$ cat src/rtl/tlp_ocp_bridge_pkg.sv
// Shared constants for the TLP-to-OCP bridge: TLP header fields, OCP command
// encodings and the bridge FSM state type.
package tlp_ocp_pkg;

  localparam logic [2:0] FMT_MRD_3DW = 3'b000;
  localparam logic [2:0] FMT_MRD_4DW = 3'b001;
  localparam logic [2:0] FMT_MWR_3DW = 3'b010;
  localparam logic [2:0] FMT_MWR_4DW = 3'b011;
  localparam logic [4:0] TYPE_MEM    = 5'd0;

  localparam logic [2:0] MCMD_IDLE = 3'd0;
  localparam logic [2:0] MCMD_WR   = 3'd1;
  localparam logic [2:0] MCMD_RD   = 3'd2;

  localparam int FMT_MSB  = 31;
  localparam int FMT_LSB  = 29;
  localparam int TYPE_MSB = 28;
  localparam int TYPE_LSB = 24;
  localparam int LEN_MSB  = 9;
  localparam int LEN_LSB  = 0;
  localparam int FBE_MSB  = 3;
  localparam int FBE_LSB  = 0;
  localparam int LBE_MSB  = 7;
  localparam int LBE_LSB  = 4;

  typedef enum logic [3:0] {
    ST_HDR0, ST_HDR1, ST_HDR2, ST_HDR3,
    ST_RD_CMD, ST_WR_CMD, ST_WR_DATA, ST_PAD, ST_DROP
  } state_t;

  // A length field of zero means the maximum 1024-DW payload.
  function automatic logic [10:0] dw_count(input logic [9:0] len);
    return (len == 10'd0) ? 11'd1024 : {1'b0, len};
  endfunction

endpackage

$ cat src/rtl/tlp_ocp_bridge_hdr_decode.sv
// Combinational classifier for TLP header DW0: memory read/write, header size
// and payload length.
module tlp_hdr_decode
  import tlp_ocp_pkg::*;
(
  input  logic [31:0] i_dw0,
  output logic        o_is_rd,
  output logic        o_is_wr,
  output logic        o_is_4dw,
  output logic        o_supported,
  output logic [9:0]  o_length
);

  logic [2:0] w_fmt;
  logic [4:0] w_type;
  logic       w_unused;

  assign w_fmt    = i_dw0[FMT_MSB:FMT_LSB];
  assign w_type   = i_dw0[TYPE_MSB:TYPE_LSB];
  assign o_length = i_dw0[LEN_MSB:LEN_LSB];
  assign w_unused = ^i_dw0[23:10];

  assign o_is_rd     = (w_type == TYPE_MEM) && (w_fmt == FMT_MRD_3DW || w_fmt == FMT_MRD_4DW);
  assign o_is_wr     = (w_type == TYPE_MEM) && (w_fmt == FMT_MWR_3DW || w_fmt == FMT_MWR_4DW);
  assign o_is_4dw    = w_fmt[0];
  assign o_supported = o_is_rd || o_is_wr;

endmodule

$ cat src/rtl/tlp_ocp_bridge.sv
// PCIe memory-request TLP stream to OCP single-request burst master, with
// padding/draining recovery for TLPs whose tlast disagrees with their length.
module tlp_ocp_bridge
  import tlp_ocp_pkg::*;
#(
  parameter int ADDR_W = 64,
  parameter int ERR_W  = 8
) (
  input  logic              clk,
  input  logic              reset_n,
  input  logic              s_axis_tvalid,
  output logic              s_axis_tready,
  input  logic [31:0]       s_axis_tdata,
  input  logic [3:0]        s_axis_tkeep,
  input  logic              s_axis_tlast,
  output logic [2:0]        m_cmd,
  input  logic              m_cmd_accept,
  output logic [ADDR_W-1:0] m_addr,
  output logic [9:0]        m_burst_length,
  output logic [2:0]        m_burst_seq,
  output logic              m_burst_single_req,
  output logic [31:0]       m_data,
  output logic [3:0]        m_byte_en,
  output logic              m_data_valid,
  output logic              m_data_last,
  input  logic              m_data_accept,
  output logic              drop_pulse,
  output logic [ERR_W-1:0]  err_count
);

  state_t             r_state, w_next, w_final_next;
  logic               r_ready_en, r_is_wr, r_is_4dw, r_first;
  logic [9:0]         r_len;
  logic [3:0]         r_first_be, r_last_be, r_be, w_ld_be;
  logic [31:0]        r_addr_hi, r_addr_lo, r_data, w_ld_data;
  logic [10:0]        r_rem;
  logic               r_dvalid, r_dlast, r_drop;
  logic [ERR_W-1:0]   r_err;
  logic               w_is_rd, w_is_wr, w_is_4dw, w_supported;
  logic [9:0]         w_len;
  logic               w_tready, w_hs, w_out_free, w_drop, w_load, w_ld_last, w_final_drop;
  logic [63:0]        w_addr64;
  logic               w_unused;

  tlp_hdr_decode u_hdr_decode (
    .i_dw0       (s_axis_tdata),
    .o_is_rd     (w_is_rd),
    .o_is_wr     (w_is_wr),
    .o_is_4dw    (w_is_4dw),
    .o_supported (w_supported),
    .o_length    (w_len)
  );

  assign w_hs       = s_axis_tvalid && w_tready;
  assign w_out_free = !r_dvalid || m_data_accept;

  // A MWr header must be followed by payload; a MRd header must end the TLP.
  assign w_final_next = r_is_wr ? (s_axis_tlast ? ST_HDR0 : ST_WR_CMD)
                                : (s_axis_tlast ? ST_RD_CMD : ST_DROP);
  assign w_final_drop = r_is_wr ? s_axis_tlast : !s_axis_tlast;

  always_ff @(posedge clk or negedge reset_n) begin
    if (!reset_n) begin
      r_state    <= ST_HDR0;
      r_ready_en <= 1'b0;
    end else begin
      r_state    <= w_next;
      r_ready_en <= 1'b1;
    end
  end

  always_comb begin
    w_next    = r_state;
    w_tready  = 1'b0;
    w_drop    = 1'b0;
    w_load    = 1'b0;
    w_ld_data = '0;
    w_ld_be   = '0;
    w_ld_last = 1'b0;
    case (r_state)
      ST_HDR0: begin
        // Hold off a new header while the previous burst's last beat is pending.
        w_tready = r_ready_en && !r_dvalid;
        if (w_hs) begin
          if (s_axis_tlast) begin
            w_drop = 1'b1;
          end else if (!w_supported) begin
            w_drop = 1'b1;
            w_next = ST_DROP;
          end else begin
            w_next = ST_HDR1;
          end
        end
      end
      ST_HDR1: begin
        w_tready = !r_dvalid;
        if (w_hs) begin
          w_drop = s_axis_tlast;
          w_next = s_axis_tlast ? ST_HDR0 : ST_HDR2;
        end
      end
      ST_HDR2: begin
        w_tready = !r_dvalid;
        if (w_hs) begin
          if (!r_is_4dw) begin
            w_drop = w_final_drop;
            w_next = w_final_next;
          end else if (s_axis_tlast) begin
            w_drop = 1'b1;
            w_next = ST_HDR0;
          end else if (ADDR_W == 32 && s_axis_tdata != 32'd0) begin
            w_drop = 1'b1;
            w_next = ST_DROP;
          end else begin
            w_next = ST_HDR3;
          end
        end
      end
      ST_HDR3: begin
        w_tready = !r_dvalid;
        if (w_hs) begin
          w_drop = w_final_drop;
          w_next = w_final_next;
        end
      end
      ST_RD_CMD: if (m_cmd_accept) w_next = ST_HDR0;
      ST_WR_CMD: if (m_cmd_accept) w_next = ST_WR_DATA;
      ST_WR_DATA: begin
        w_tready = w_out_free;
        if (w_hs) begin
          w_load    = 1'b1;
          w_ld_data = s_axis_tdata;
          w_ld_last = (r_rem == 11'd1);
          w_ld_be   = r_first ? r_first_be : (w_ld_last ? r_last_be : 4'hF);
          if (w_ld_last) begin
            w_drop = !s_axis_tlast;
            w_next = s_axis_tlast ? ST_HDR0 : ST_DROP;
          end else if (s_axis_tlast) begin
            w_drop = 1'b1;
            w_next = ST_PAD;
          end
        end
      end
      ST_PAD: begin
        if (w_out_free) begin
          w_load    = 1'b1;
          w_ld_last = (r_rem == 11'd1);
          if (w_ld_last) w_next = ST_HDR0;
        end
      end
      ST_DROP: begin
        w_tready = 1'b1;
        if (w_hs && s_axis_tlast) w_next = ST_HDR0;
      end
      default: w_next = ST_HDR0;
    endcase
  end

  always_ff @(posedge clk or negedge reset_n) begin
    if (!reset_n) begin
      r_is_wr    <= 1'b0;
      r_is_4dw   <= 1'b0;
      r_len      <= '0;
      r_first_be <= '0;
      r_last_be  <= '0;
      r_addr_hi  <= '0;
      r_addr_lo  <= '0;
    end else if (w_hs) begin
      case (r_state)
        ST_HDR0: begin
          r_is_wr  <= w_is_wr;
          r_is_4dw <= w_is_4dw;
          r_len    <= w_len;
        end
        ST_HDR1: begin
          r_first_be <= s_axis_tdata[FBE_MSB:FBE_LSB];
          r_last_be  <= s_axis_tdata[LBE_MSB:LBE_LSB];
        end
        ST_HDR2: begin
          if (r_is_4dw) begin
            r_addr_hi <= s_axis_tdata;
          end else begin
            r_addr_hi <= '0;
            r_addr_lo <= {s_axis_tdata[31:2], 2'b00};
          end
        end
        ST_HDR3: r_addr_lo <= {s_axis_tdata[31:2], 2'b00};
        default: ;
      endcase
    end
  end

  always_ff @(posedge clk or negedge reset_n) begin
    if (!reset_n) begin
      r_rem   <= '0;
      r_first <= 1'b0;
    end else if (r_state == ST_WR_CMD && m_cmd_accept) begin
      r_rem   <= dw_count(r_len);
      r_first <= 1'b1;
    end else if (w_load) begin
      r_rem   <= r_rem - 11'd1;
      r_first <= 1'b0;
    end
  end

  always_ff @(posedge clk or negedge reset_n) begin
    if (!reset_n) begin
      r_data   <= '0;
      r_be     <= '0;
      r_dvalid <= 1'b0;
      r_dlast  <= 1'b0;
    end else if (w_load) begin
      r_data   <= w_ld_data;
      r_be     <= w_ld_be;
      r_dvalid <= 1'b1;
      r_dlast  <= w_ld_last;
    end else if (m_data_accept) begin
      r_data   <= '0;
      r_be     <= '0;
      r_dvalid <= 1'b0;
      r_dlast  <= 1'b0;
    end
  end

  always_ff @(posedge clk or negedge reset_n) begin
    if (!reset_n) begin
      r_drop <= 1'b0;
      r_err  <= '0;
    end else begin
      r_drop <= w_drop;
      if (w_drop && !(&r_err)) r_err <= r_err + 1'b1;
    end
  end

  assign w_addr64           = {r_addr_hi, r_addr_lo};
  assign w_unused           = ^{s_axis_tkeep, w_addr64, w_is_rd};
  assign s_axis_tready      = w_tready;
  assign m_cmd              = (r_state == ST_RD_CMD) ? MCMD_RD :
                              (r_state == ST_WR_CMD) ? MCMD_WR : MCMD_IDLE;
  assign m_addr             = w_addr64[ADDR_W-1:0];
  assign m_burst_length     = r_len;
  assign m_burst_seq        = 3'd0;
  assign m_burst_single_req = (m_cmd != MCMD_IDLE);
  assign m_data             = r_data;
  assign m_byte_en          = r_be;
  assign m_data_valid       = r_dvalid;
  assign m_data_last        = r_dlast;
  assign drop_pulse         = r_drop;
  assign err_count          = r_err;

endmodule

$ cat config.mk
export PLATFORM = sky130hd
export DESIGN_NAME = tlp_ocp_bridge
export DESIGN_NICKNAME = d
export VERILOG_FILES = /design/src/rtl/tlp_ocp_bridge_pkg.sv /design/src/rtl/tlp_ocp_bridge_hdr_decode.sv /design/src/rtl/tlp_ocp_bridge.sv
export SDC_FILE = /design/constraint.sdc
export NUM_CORES = 1
export LEC_CHECK = 0
export BUFFER_PORTS_ARGS = -buffer_cell sky130_fd_sc_hd__buf_2
export CAP_MARGIN = 30
export CELL_PAD_IN_SITES_DETAIL_PLACEMENT = 1
export CELL_PAD_IN_SITES_GLOBAL_PLACEMENT = 2
export CORE_UTILIZATION = 30
export DETAILED_ROUTE_END_ITERATION = 10
export PLACE_DENSITY_LB_ADDON = 0.1
export REMOVE_ABC_BUFFERS = 1
export SYNTH_ARGS = -nofsm -noshare
export SYNTH_HDL_FRONTEND = slang
export SYNTH_SLANG_ARGS = --single-unit
$ cat constraint.sdc
create_clock -name clk -period 2.5 [get_ports clk]
set_input_delay 0.375 -clock clk [delete_from_list [all_inputs] [get_ports clk]]
set_output_delay 0.375 -clock clk [all_outputs]
set_load 0.05 [all_outputs]
Yosys cells after proc, flatten, opt, wreduce, memory -nomap -nowiden
Index checks and enable logic that the tools add are counted.
{"block": "totals", "out_inout_bits": 129, "wordCells": 137, "register_bits": 148, "in_bits": 42}
{"block": "op_classes", "n_addsub": 2, "eq_ne": 25, "n_mux": 64, "n_reduce_logical": 29}
{"operator": "2-to-1 mux 32 bit", "count": 6}
{"operator": "2-to-1 mux 4 bit", "count": 24}
{"operator": "case mux 32 bit (2 select lines)", "count": 1}
{"operator": "case mux 4 bit (9 select lines)", "count": 1}
{"operator": "2-to-1 mux 11 bit", "count": 3}
{"operator": "inequality test 2 bit (second input constant)", "count": 12}
{"operator": "2-to-1 mux 1 bit", "count": 21}
{"operator": "equality test 4 x 3 -> 1 bit (second input constant)", "count": 4}
{"operator": "AND reduction 12 bit", "count": 1}
{"operator": "equality test 11 x 1 -> 1 bit (second input constant)", "count": 1}
{"operator": "subtractor 11 x 1 -> 11 bit (second input constant)", "count": 1}
{"operator": "logical NOT 10 bit", "count": 1}
{"operator": "adder 8 x 1 -> 8 bit (second input constant)", "count": 1}
{"operator": "equality test 4 x 2 -> 1 bit (second input constant)", "count": 2}
{"operator": "AND reduction 8 bit", "count": 1}
{"operator": "logical AND 1 bit", "count": 7}
{"operator": "equality test 3 x 2 -> 1 bit (second input constant)", "count": 2}
{"operator": "2-to-1 mux 2 bit", "count": 3}
{"operator": "AND reduction 2 bit", "count": 3}
{"operator": "nonzero test 2 bit", "count": 3}
{"operator": "logical NOT 5 bit", "count": 1}
{"operator": "case mux 1 bit (5 select lines)", "count": 1}
{"operator": "equality test 4 x 1 -> 1 bit (second input constant)", "count": 1}
{"operator": "equality test 4 bit (second input constant)", "count": 1}
{"operator": "12 further kinds", "count": 18}

Logic depth before layout (Yosys ltp)
Gate-level depths: netlist of run 1.
{"block": "logic_depth", "ltp_word": 9, "mapped_depth": 10, "mapped_depth_nobuf": 10}

Cells and area by module
From an unflattened synthesis of run 1, not the netlist that was laid out.
{"block": "hier_totals", "hier_cells": 574, "hier_area_um2": 6651.4}
{"mod": "tlp_ocp_bridge", "n_inst": 1, "seq_area_each_um2": 3653.5, "cells_per_inst": 559, "area_per_inst_um2": 6531.3}
{"mod": "tlp_hdr_decode", "n_inst": 1, "seq_area_each_um2": 0.0, "cells_per_inst": 15, "area_per_inst_um2": 120.1}

Least setup slack after synthesis of run 1
Ideal clock, no wire load.
{"block": "synth_path", "path_kind": "reg2reg", "from": "register r_rem[1]", "to": "register r_err[1] (netlist: err_count[1])", "arrival_ns": 2.390, "n_path_buf": 0, "synth_period_minus_slack_ns": 2.515, "setup_ns": 0.125, "t_required_ns": 2.375, "slack_ns": -0.015, "path_stages_with_launch": 11, "cell_sequence": "dfrtp_1 > inv_1 > ha_1 > nor4b_1 > nand3_1 > ha_1 > nand2_1 > o311ai_1 > o211ai_4 > nor3_2 > mux2_4"}
{"block": "synth_via", "elab_chain_len": 5}
{"element": "start: declaration", "line_no": "tlp_ocp_bridge.sv:36", "rtl": "logic [10:0] r_rem;"}
{"element": "start signal: assignment", "line_no": "tlp_ocp_bridge.sv:198", "rtl": "r_rem <= dw_count(r_len);"}
{"element": "start signal: assignment", "line_no": "tlp_ocp_bridge.sv:201", "rtl": "r_rem <= r_rem - 11'd1;"}
{"element": "equality test 11 x 1 -> 1 bit", "line_no": "tlp_ocp_bridge.sv:133", "rtl": "w_ld_last = (r_rem == 11'd1);"}
{"element": "2-to-1 mux 1 bit", "line_no": "tlp_ocp_bridge.sv:135", "rtl": "if (w_ld_last) begin"}
{"element": "2-to-1 mux 1 bit", "line_no": "tlp_ocp_bridge.sv:130", "rtl": "if (w_hs) begin"}
{"element": "case mux 1 bit (5 select lines)", "line_no": "tlp_ocp_bridge.sv:80", "rtl": "case (r_state)"}
{"element": "logical AND 1 bit", "line_no": "tlp_ocp_bridge.sv:231", "rtl": "if (w_drop && !(&r_err)) r_err <= r_err + 1'b1;"}
{"element": "end signal: assignment", "line_no": "tlp_ocp_bridge.sv:231"}
{"element": "end: declaration", "line_no": "tlp_ocp_bridge.sv:38", "rtl": "logic [ERR_W-1:0] r_err;"}
No other way between the ends.
A chain may end at the register's enable or synchronous reset.

Worst setup path after layout of run 1
Same ends and word-level chain as after synthesis.

==> run summary, run 1 <==
CTS tree = built
Row cnt = 52
Routed Wire Length = 19700 um
Detailed-route via count = 5146
Total global-route track usage = 0.190
Worst path required time = 2.80 ns
Via density = 5.01
Critical-path top delay cell = dfrtp_1
Die area = 21800 um^2
Layout Utilization = 0.410
Min Tclk post-route = 2.38 ns
DRC = 0
Internal power of the cells = 0.00613 W
Power Dens Cells = 1340 nW/um^2
Top FF cell, synth = dfrtp_1
H-Tree Depth = 4
Cell mode on critical path = ha_1
Setup Crit Path Kind = flip-flop to flip-flop
# clock sinks = 146
Routability Congestion = 0.856
Fill count = 2298
Yosys reg bits = 146
CTS buffer count = 17
Yosys warning total = 0
TritonRoute pass-1 iters = 4
Sum of negative setup slack = 0 ns
Leakage = 4.23 nW
Final net count = 794
Clk pwr share = 0.232
Drt first-iter violations = 204
Num ports = 171
Violated checks = hold timing
Psw = 0.00516 W
Post-CTS Hold Buffers = 0
Slew headroom = 0.504
RSZ-0062 raised after global routing = yes
# port buffers = 160
Worst-Margin Slew = 0.744 ns
Register Area = 3650 um^2
Crit-path max cell delay = 0.38 ns
Share of cells above drive strength 1 = 0.398
Clk slew on worst S/H paths = 0.06 ns
Max frequency = 420 MHz
Final hold violation count = 4
Synth-to-Final Area Change = 32.0%
Worst Clk Skew = 0.00901 ns
CP Buf/Inv Count = 2
Gr ovfl total = 0
Max-Cap Viols = 0
Antenna viol nets, final = 0
Async SR Flop Fraction = 1.00
Multi-input gate area = 2640 um^2
Antenna Cells = 0
Critical Path Source Type = flip-flop
Die height = 148 um
EDFF count, synth = 0
Largest net degree at the start of global routing = 74
Count leader, synth = dfrtp_1
Top-area cell type share of the netlist area = 0.574
Most area-consuming cells after synthesis = dfrtp_1, mux2_2, nand2_1
Worst Hold Slack = -0.0199 ns
Hold Path Class = primary input to asynchronous set/reset pin
Outcome = complete, but fails checks
Worst path top cell family by delay = simple AND/OR/NAND/NOR gates
DR WL/cell = 19.2 um
CTS root buf = clkbuf_16
DP HPWL = 13700 um
Register share of total power = 0.323
CP cell instances = inv_1 -> ha_1 -> nor4b_2 -> buf_4 -> nand3_2 -> ha_1 -> nand2_1 -> o311ai_2 -> o211ai_4 -> nor3_4 -> mux2_4
Syn Area/Cell = 11.3 um^2
Largest area contributor in the netlist = dfrtp_1
Clock Tree Buf Depth = 2
Combinational Power Share = 0.446
First-pass GRT wire length = 31500 um
Yosys cell types = 60
Top post-synthesis cells by count = dfrtp_1, nand2_1, o21ai_0
Initial Util = 0.310
Setup-failing EPs final = 0
Max VDD drop = 0.505 mV
Mapped Area = 6360 um^2
Sequential share of the synthesized area = 0.574
Number of global-route vias before repair = 5464
Clk Latency, worst-skew pair = 0.42 ns
CP max FO = 8
CP endpoint kind = flip-flop
Die W = 148 um
Crit share post-route = 0.952
Switching share of power = 0.457
Initial antenna violation count = 1
Max-slew violation count = 0
CP arrival = 2.68 ns
Cell count after synthesis = 565
Core area = 20500 um^2
-- repair_timing --
| action | in CTS | in global routing |
|---|---|---|
| setup buffers | 1 | 2 |
| pin swaps | 1 | 6 |
| endpoints found under the setup margin | 8 | 12 |
| resized for setup | 2 | 16 |
| cloned | 0 | 0 |
-- worst register-to-register path: stages, from the launching register on --
cell      delay (ns)
dfrtp_1         0.38
inv_1           0.08
ha_1            0.14
nor4b_2         0.20
buf_4           0.16
nand3_2         0.09
ha_1            0.30
nand2_1         0.06
o311ai_2        0.13
o211ai_4        0.23
nor3_4          0.20
mux2_4          0.31
-- state kept, by name, summed over array words and instances (netlist names) --
name	cells
m_data	32
r_addr_hi	32
r_addr_lo	30
r_rem	11
m_burst_length	10
err_count	8
m_byte_en	4
r_first_be	4
r_last_be	4
r_state	4
drop_pulse	1
m_data_last	1
m_data_valid	1
r_first	1
r_is_4dw	1
r_is_wr	1
r_ready_en	1
-- metrics by stage --
| stage | setup WS, ns | std cells | hold WS [ns] | instance area [um^2] | total power [W] |
|---|---|---|---|---|---|
| after global placement | -0.0466 | 993 | 0.457 | 7670 | 0.00849 |
| after CTS | 0.0132 | 1026 | 0.0207 | 8290 | 0.0113 |
| final | 0.119 | 1028 | -0.0199 | 8400 | 0.0113 |
| after global routing | -0.0575 | 1028 | 0.0161 | 8400 | 0.0119 |
| after detailed placement | -0.0882 | 993 | 0.466 | 7670 | 0.00859 |
| after floorplan | -0.555 | 531 | 0.0794 | 6200 | 0.00695 |
-- cell type report --
type                            count  share of cell area
Timing Repair Buffer              195               0.135
Clock buffer                       20              0.0544
Tap cell                          270              0.0402
Clock inverter                     12              0.0171
Inverter                           10             0.00447
Sequential cell                   146               0.435
Multi-Input combinational cell    375               0.314
-- layer usage --
metal  GRT usage  part of all wire
met1       0.244              0.44
met4      0.0500             0.010
met3      0.0596             0.059
met2       0.308              0.49
met5           0                 0
-- final timing paths --
path	depth (start not counted)	slack (ns)	from	endpoint
max	11	0.12	r_rem[1]	err_count[1]
min	1	-0.02	reset_n	r_ready_en
max reg2reg	11	0.12	r_rem[1]	err_count[1]
min reg2reg	2	0.47	r_addr_hi[3]	r_addr_hi[3]
max in group asynchronous	2	1.78	reset_n	r_first_be[3]
min in group clk	2	0.22	s_axis_tdata[12]	m_data[12]
-- power by group through the flow --
stage               Sequential (W)  Clock [W]  Combinational [W]
floorplan                  0.00548          0            0.00147
global placement           0.00364          0            0.00485
detailed placement         0.00368          0            0.00492
CTS                        0.00365    0.00269            0.00497
global route               0.00375    0.00280            0.00539
finish                     0.00364    0.00261            0.00503
-- cells by family (layout without fill, tap and decap cells) --
family	Yosys count	in the layout	synth area share
AO/OA/AOI/OAI	119	119	0.131
XOR/XNOR	10	10	0.0138
adder cells (fa/ha/maj)	7	7	0.0138
buffers and inverters	49	237	0.0334
flip-flops	146	146	0.574
multiplexers	53	53	0.0942
other	2	7	0.00118
AND/OR/NAND/NOR	179	179	0.138
-- layout by cell type, fill, tap and decap left out, types with 17 or more instances in the layout --
master / count
a22o_1: 32
dfrtp_1: 145
mux2_2: 51
clkbuf_16: 17
buf_2: 159
nor3_1: 17
o21ai_0: 54
nand2_1: 91
buf_4: 30
Note: power is estimated with default switching activity, not from simulation.
==> run 2, diff against run 1 <==
- GPL_TIMING_DRIVEN: default -> 0
==> run 2 against run 1 <==
The flow now finishes without violations; die area unchanged; via count decreased by 2.2%; routed wire length decreased by 0.98%; critical path depth decreased by 1; global-route usage about the same; largest power group unchanged; hold slack improved by 0.22 ns; register-to-register slack got worse by 0.05 ns; cell count decreased by 2.3%.
==> run summary, run 2 (synthesized netlist as in run 1, its figures left out) <==
Initial antenna violation count = 0 (was 1)
Commonest non-fill, non-tap cell in the layout = buf_2 (unchanged)
Worst Setup SP = r_rem[1] (unchanged)
Critical Path Source Type = flip-flop (unchanged)
Core area = 20500 um^2 (unchanged)
Min Tclk post-route = 2.43 ns (was 2.38 ns)
Detailed-route via count = 5032 (was 5146)
Outcome = complete, no violations (was complete, but fails checks)
Power Dens Cells = 1350 nW/um^2 (was 1340 nW/um^2)
Worst Clk Skew = 0.0124 ns (was 0.00901 ns)
# clock sinks = 146 (unchanged)
Leakage = 4.15 nW (was 4.23 nW)
Largest net degree at the start of global routing = 80 (was 74)
CTS root buf = clkbuf_16 (unchanged)
Clock Tree Buf Depth = 2 (unchanged)
Via density = 5.01 (about the same)
Antenna Cells = 0 (unchanged)
H-Tree Depth = 4 (unchanged)
Total global-route track usage = 0.189 (was 0.190)
RSZ-0062 raised after global routing = yes (unchanged)
DR WL/cell = 19.4 um (was 19.2 um)
Antenna viol nets, final = 0 (unchanged)
R2R Setup Slk = 0.07 ns (was 0.12 ns)
Setup Crit Path Kind = flip-flop to flip-flop (unchanged)
First-pass GRT wire length = 31600 um (was 31500 um)
Num ports = 171 (unchanged)
CP arrival = 2.74 ns (was 2.68 ns)
Die area = 21800 um^2 (unchanged)
Max VDD drop = 0.463 mV (was 0.505 mV)
Initial Util = 0.310 (unchanged)
CP endpoint kind = flip-flop (unchanged)
Share of cells above drive strength 1 = 0.390 (was 0.398)
Routability Congestion = 0.816 (was 0.856)
Clk Latency, worst-skew pair = 0.43 ns (was 0.42 ns)
End of the worst register-to-register path = err_count[1] (unchanged)
TritonRoute pass-1 iters = 4 (unchanged)
Critical Path End = err_count[1] (unchanged)
Final net count = 770 (was 794)
CP max FO = 8 (unchanged)
Die height = 148 um (unchanged)
Worst path required time = 2.81 ns (was 2.80 ns)
Routed Wire Length = 19500 um (was 19700 um)
CTS tree = built (unchanged)
CTS buffer count = 17 (unchanged)
Clk slew on worst S/H paths = 0.07 ns (was 0.06 ns)
R2r worst-path depth = 10 (was 11)
Hold Path Class = primary input to flip-flop (was primary input to asynchronous set/reset pin)
Gr ovfl total = 0 (unchanged)
Max-Cap Viols = 0 (unchanged)
Die W = 148 um (unchanged)
Slew headroom = 0.543 (was 0.504)
Drt first-iter violations = 269 (was 204)
Synth-to-Final Area Change = 30.7% (was 32.0%)
DP HPWL = 13600 um (was 13700 um)
Max-slew violation count = 0 (unchanged)
Reg2Reg Launch Point = r_rem[1] (unchanged)
Fill count = 2271 (was 2298)
Worst Hold Slack = 0.204 ns (was -0.0199 ns)
Crit share post-route = 0.972 (was 0.952)
Most frequent cells in the layout = buf_2, dfrtp_1, nand2_1 (unchanged)
Number of global-route vias before repair = 5411 (was 5464)
# port buffers = 160 (unchanged)
Max frequency = 411 MHz (was 420 MHz)
Final hold violation count = 0 (was 4)
DRC = 0 (unchanged)
Row cnt = 52 (unchanged)
Setup-failing EPs final = 0 (unchanged)
Final Cell Area = 8320 um^2 (was 8400 um^2)
Placed inst area = 7510 um^2 (was 7670 um^2)
Worst-Margin Slew = 0.685 ns (was 0.744 ns)
## run 2: cell types whose count changed in the layout (fill, tap and decap cells not counted), moves of 3 or more
cell and delta:
buf_12 -5, buf_16 +5, buf_4 -25, dfrtp_1 -3
inv_8 +3, nor3_1 -3, nor4_2 +3, nor4_4 -3
## run 2: final cells by class
cell class                      count  area [um^2]  share of cell area
Tap cell                          270          338              0.0406
Multi-Input combinational cell    375         2660               0.320
Timing Repair Buffer              171          995               0.120
Clock buffer                       18          439              0.0528
Sequential cell                   146         3660               0.440
Inverter                           10         37.5             0.00451
Clock inverter                     14          183              0.0220
## run 2: per-stage QoR
stage / util / total power, W / TNS [ns] / setup slack, ns / cells
2_1_floorplan: - / 0.00695 / -20.62 / -0.555 / 531
3_3_place_gp: 0.358 / 0.00821 / -321.23 / -1.56 / 961
3_5_place_dp: 0.367 / 0.00836 / -23.43 / -0.560 / 967
4_1_cts: 0.404 / 0.0113 / 0 / 0.0306 / 1003
5_1_grt: 0.406 / 0.0119 / -0.108 / -0.0554 / 1004
6_report: 0.406 / 0.0112 / 0 / 0.0694 / 1004
## run 2: worst min path at each step
stage | startpoint | end | slack (ns) | depth (start not counted)
after floorplan | reset_n | drop_pulse | 0.08 | 0
after global placement | r_addr_hi[10] | r_addr_hi[10] | 0.46 | 2
after detailed placement | reset_n | r_ready_en | 0.45 | 1
after CTS | s_axis_tdata[21] | m_data[21] | 0.18 | 2
after global routing | s_axis_tdata[12] | m_data[12] | 0.20 | 2
final | s_axis_tdata[15] | m_data[15] | 0.20 | 2
## run 2: report_power, final
part           switching (W)  internal [W]  total (W)
Combinational        0.00329       0.00137    0.00466
Clock                0.00116       0.00156    0.00271
Sequential          0.000775       0.00308    0.00385
## run 2: critical path, stage by stage (launching register included)
cell      delay [ns]
dfrtp_1         0.41
inv_1           0.11
ha_1            0.16
nor4b_4         0.24
nand3_2         0.15
ha_1            0.31
nand2_1         0.06
o311ai_2        0.12
o211ai_4        0.22
nor3_4          0.22
mux2_4          0.32
## run 2: repair_timing
action,in CTS,in global routing
endpoints found under the setup margin,108,60
pin swaps,4,0
hold buffers,1,0
buffers inserted,3,1
hold endpoints to repair,41,0
resized for setup,19,8
## run 2: routing by layer
metal | routed length [um] | share of wire | vias to the layer above | GRT usage
met1 | 8830 | 0.45 | 2563 | 0.246
met3 | 1060 | 0.054 | 18 | 0.0512
li1 | - | - | 2334 | -
met5 | 0 | 0 | - | 0
met2 | 9390 | 0.48 | 117 | 0.307
met4 | 226 | 0.012 | 0 | 0.0588
==> run 3, diff against run 2 <==
- REMOVE_ABC_BUFFERS: 1 -> default
==> run 3 against run 2 <==
Sequential power is 5% lower; clock skew is 0.0035 ns lower; critical path depth is 5 lower; clock-buffer cell count is 1 higher; non-clock buffer count is 36 higher; maximum frequency hardly changed; critical endpoint is now s_axis_tready; largest power group unchanged; first-iteration DRC count is 25% lower; global-route usage is 0.13 points higher; utilization is 0.54 points higher; via count is 4.0% higher.
==> run summary, run 3 (synthesized netlist as in run 1, its figures left out) <==
# port buffers = 159 (was 160)
Initial antenna violation count = 0 (unchanged)
Worst-Margin Slew = 0.819 ns (was 0.685 ns)
Core area = 20500 um^2 (unchanged)
Routability Congestion = 0.879 (was 0.816)
Setup-failing EPs final = 0 (unchanged)
RSZ-0062 raised after global routing = yes (unchanged)
Max frequency = 411 MHz (about the same)
Worst Hold Slack = 0.205 ns (was 0.204 ns)
Initial Util = 0.310 (unchanged)
DR WL/cell = 19.1 um (was 19.4 um)
Multi-input gate area = 2690 um^2 (was 2660 um^2)
M1 WL = 9150 um (was 8830 um)
Clk slew on worst S/H paths = 0.07 ns (about the same)
Share of cells above drive strength 1 = 0.384 (was 0.390)
Stages on worst setup path = 5 (was 10)
Final net count = 806 (was 770)
Die height = 148 um (unchanged)
Commonest non-fill, non-tap cell in the layout = buf_2 (unchanged)
Largest net degree at the start of global routing = 99 (was 80)
Clk Latency, worst-skew pair = 0.42 ns (was 0.43 ns)
Antenna Cells = 0 (unchanged)
TritonRoute pass-1 iters = 4 (unchanged)
Met2 wire length = 9500 um (was 9390 um)
CTS buffer count = 17 (unchanged)
# clock sinks = 146 (unchanged)
Layout Utilization = 0.411 (was 0.406)
CP Buf/Inv Count = 2 (was 1)
Power Dens Cells = 1340 nW/um^2 (was 1350 nW/um^2)
Critical-path top delay cell = dfrtp_2 (was dfrtp_1)
Total global-route track usage = 0.191 (was 0.189)
Number of global-route vias before repair = 5459 (was 5411)
Final hold violation count = 0 (unchanged)
Row cnt = 52 (unchanged)
Routed Wire Length = 19900 um (was 19500 um)
Sum of negative setup slack = 0 ns (unchanged)
Clock Tree Buf Depth = 2 (unchanged)
Num ports = 171 (unchanged)
Max-Cap Viols = 0 (unchanged)
Drt first-iter violations = 202 (was 269)
Worst path top cell family by delay = simple AND/OR/NAND/NOR gates (unchanged)
CP max FO = 9 (was 8)
DRC = 0 (unchanged)
Most frequent cells in the layout = buf_2, dfrtp_1, nand2_1 (unchanged)
Crit-path max cell delay = 0.48 ns (was 0.41 ns)
R2r worst-path depth = 10 (unchanged)
Min Tclk post-route = 2.43 ns (about the same)
Register Area = 3660 um^2 (about the same)
Max Used Layer = met4 (unchanged)
Synth-to-Final Area Change = 32.5% (was 30.7%)
DP Worst Slack = -0.367 ns (was -0.560 ns)
Setup Crit Path Kind = flip-flop to output pin (was flip-flop to flip-flop)
DP HPWL = 14200 um (was 13600 um)
CP endpoint kind = output pin (was flip-flop)
Crit share post-route = 0.972 (about the same)
Die W = 148 um (unchanged)
Max VDD drop = 0.613 mV (was 0.463 mV)
CTS root buf = clkbuf_16 (unchanged)
CTS tree = built (unchanged)
Slew headroom = 0.454 (was 0.543)
Gr ovfl total = 0 (unchanged)
First-pass GRT wire length = 31800 um (was 31600 um)
Via density = 5.03 (was 5.01)
Detailed-route via count = 5232 (was 5032)
Tot Pwr = 0.0113 W (was 0.0112 W)
Setup slack after layout = 0.0693 ns (was 0.0694 ns)
Antenna viol nets, final = 0 (unchanged)
Critical Path Source Type = flip-flop (unchanged)
Worst path required time = 2.12 ns (was 2.81 ns)
Max-slew violation count = 0 (unchanged)
Fill count = 2303 (was 2271)
Outcome = complete, no violations (unchanged)
Met3 wire length = 1020 um (was 1060 um)
CP arrival = 2.06 ns (was 2.74 ns)
Worst Hold Depth = 2 (unchanged)
Worst Clk Skew = 0.00883 ns (was 0.0124 ns)
Leakage = 4.19 nW (was 4.15 nW)
Die area = 21800 um^2 (unchanged)
H-Tree Depth = 4 (unchanged)
CP cell instances = or2_0 -> clkbuf_1 -> nor3_4 -> nand2b_1 -> buf_4 (was inv_1 -> ha_1 -> nor4b_4 -> nand3_2 -> ha_1 -> nand2_1 -> o311ai_2 -> o211ai_4 -> nor3_4 -> mux2_4)
Hold Path Class = primary input to flip-flop (unchanged)
==> run 3: final timing paths <==
path,from,end,slack (ns)
max,r_state[3],s_axis_tready,0.07
min,s_axis_tdata[21],m_data[21],0.20
max reg2reg,r_rem[1],err_count[1],0.08
min reg2reg,r_addr_hi[21],r_addr_hi[21],0.48
max in group asynchronous,reset_n,m_data[30],1.14
min in group asynchronous,reset_n,err_count[4],0.48
==> run 3: routing by layer <==
metal,track usage,vias up
met1,0.261,2677
met2,0.299,137
met5,0,-
met3,0.0448,18
met4,0.0572,0
li1,-,2400
==> run 3: power by group <==
part / total (W) / switching (W) / internal, W
Combinational: 0.00491 / 0.00350 / 0.00142
Sequential: 0.00367 / 0.000596 / 0.00307
Clock: 0.00272 / 0.00108 / 0.00164
Total: 0.0113 / 0.00517 / 0.00613
==> run 3: final cells by class <==
cell class,instances,area share
clock buffer,19,0.0537
clock inverter,13,0.0203
multi-input combinational,375,0.320
timing repair buffer,169,0.107
inverter,10,0.00445
tap,270,0.0401
buffer,38,0.0205
sequential,146,0.434
==> run 3: worst reg2reg max path, delay by kind of cell, from the launching register on <==
| family | cells | cell delay, ns |
|---|---|---|
| adders and majority gates | 2 | 0.44 |
| buffers and inverters | 1 | 0.10 |
| DFF | 1 | 0.41 |
| AOI/OAI and AO/OA | 2 | 0.35 |
| and+or+nand+nor | 4 | 0.68 |
| muxes | 1 | 0.31 |
==> run 3: metrics by stage <==
step | cell area [um^2] | instances
2_1_floorplan | 6380 | 570
3_3_place_gp | 7520 | 999
3_5_place_dp | 7560 | 1001
4_1_cts | 8240 | 1035
5_1_grt | 8430 | 1040
6_report | 8430 | 1040
==> run 3: timing repair <==
item                       4_1_cts  5_1_grt
setup endpoints to repair       13       73
setup buffers                    2        5
hold buffers                     1        0
pin swaps                        1        7
gates resized for setup          5       29
hold endpoints to repair        48        0
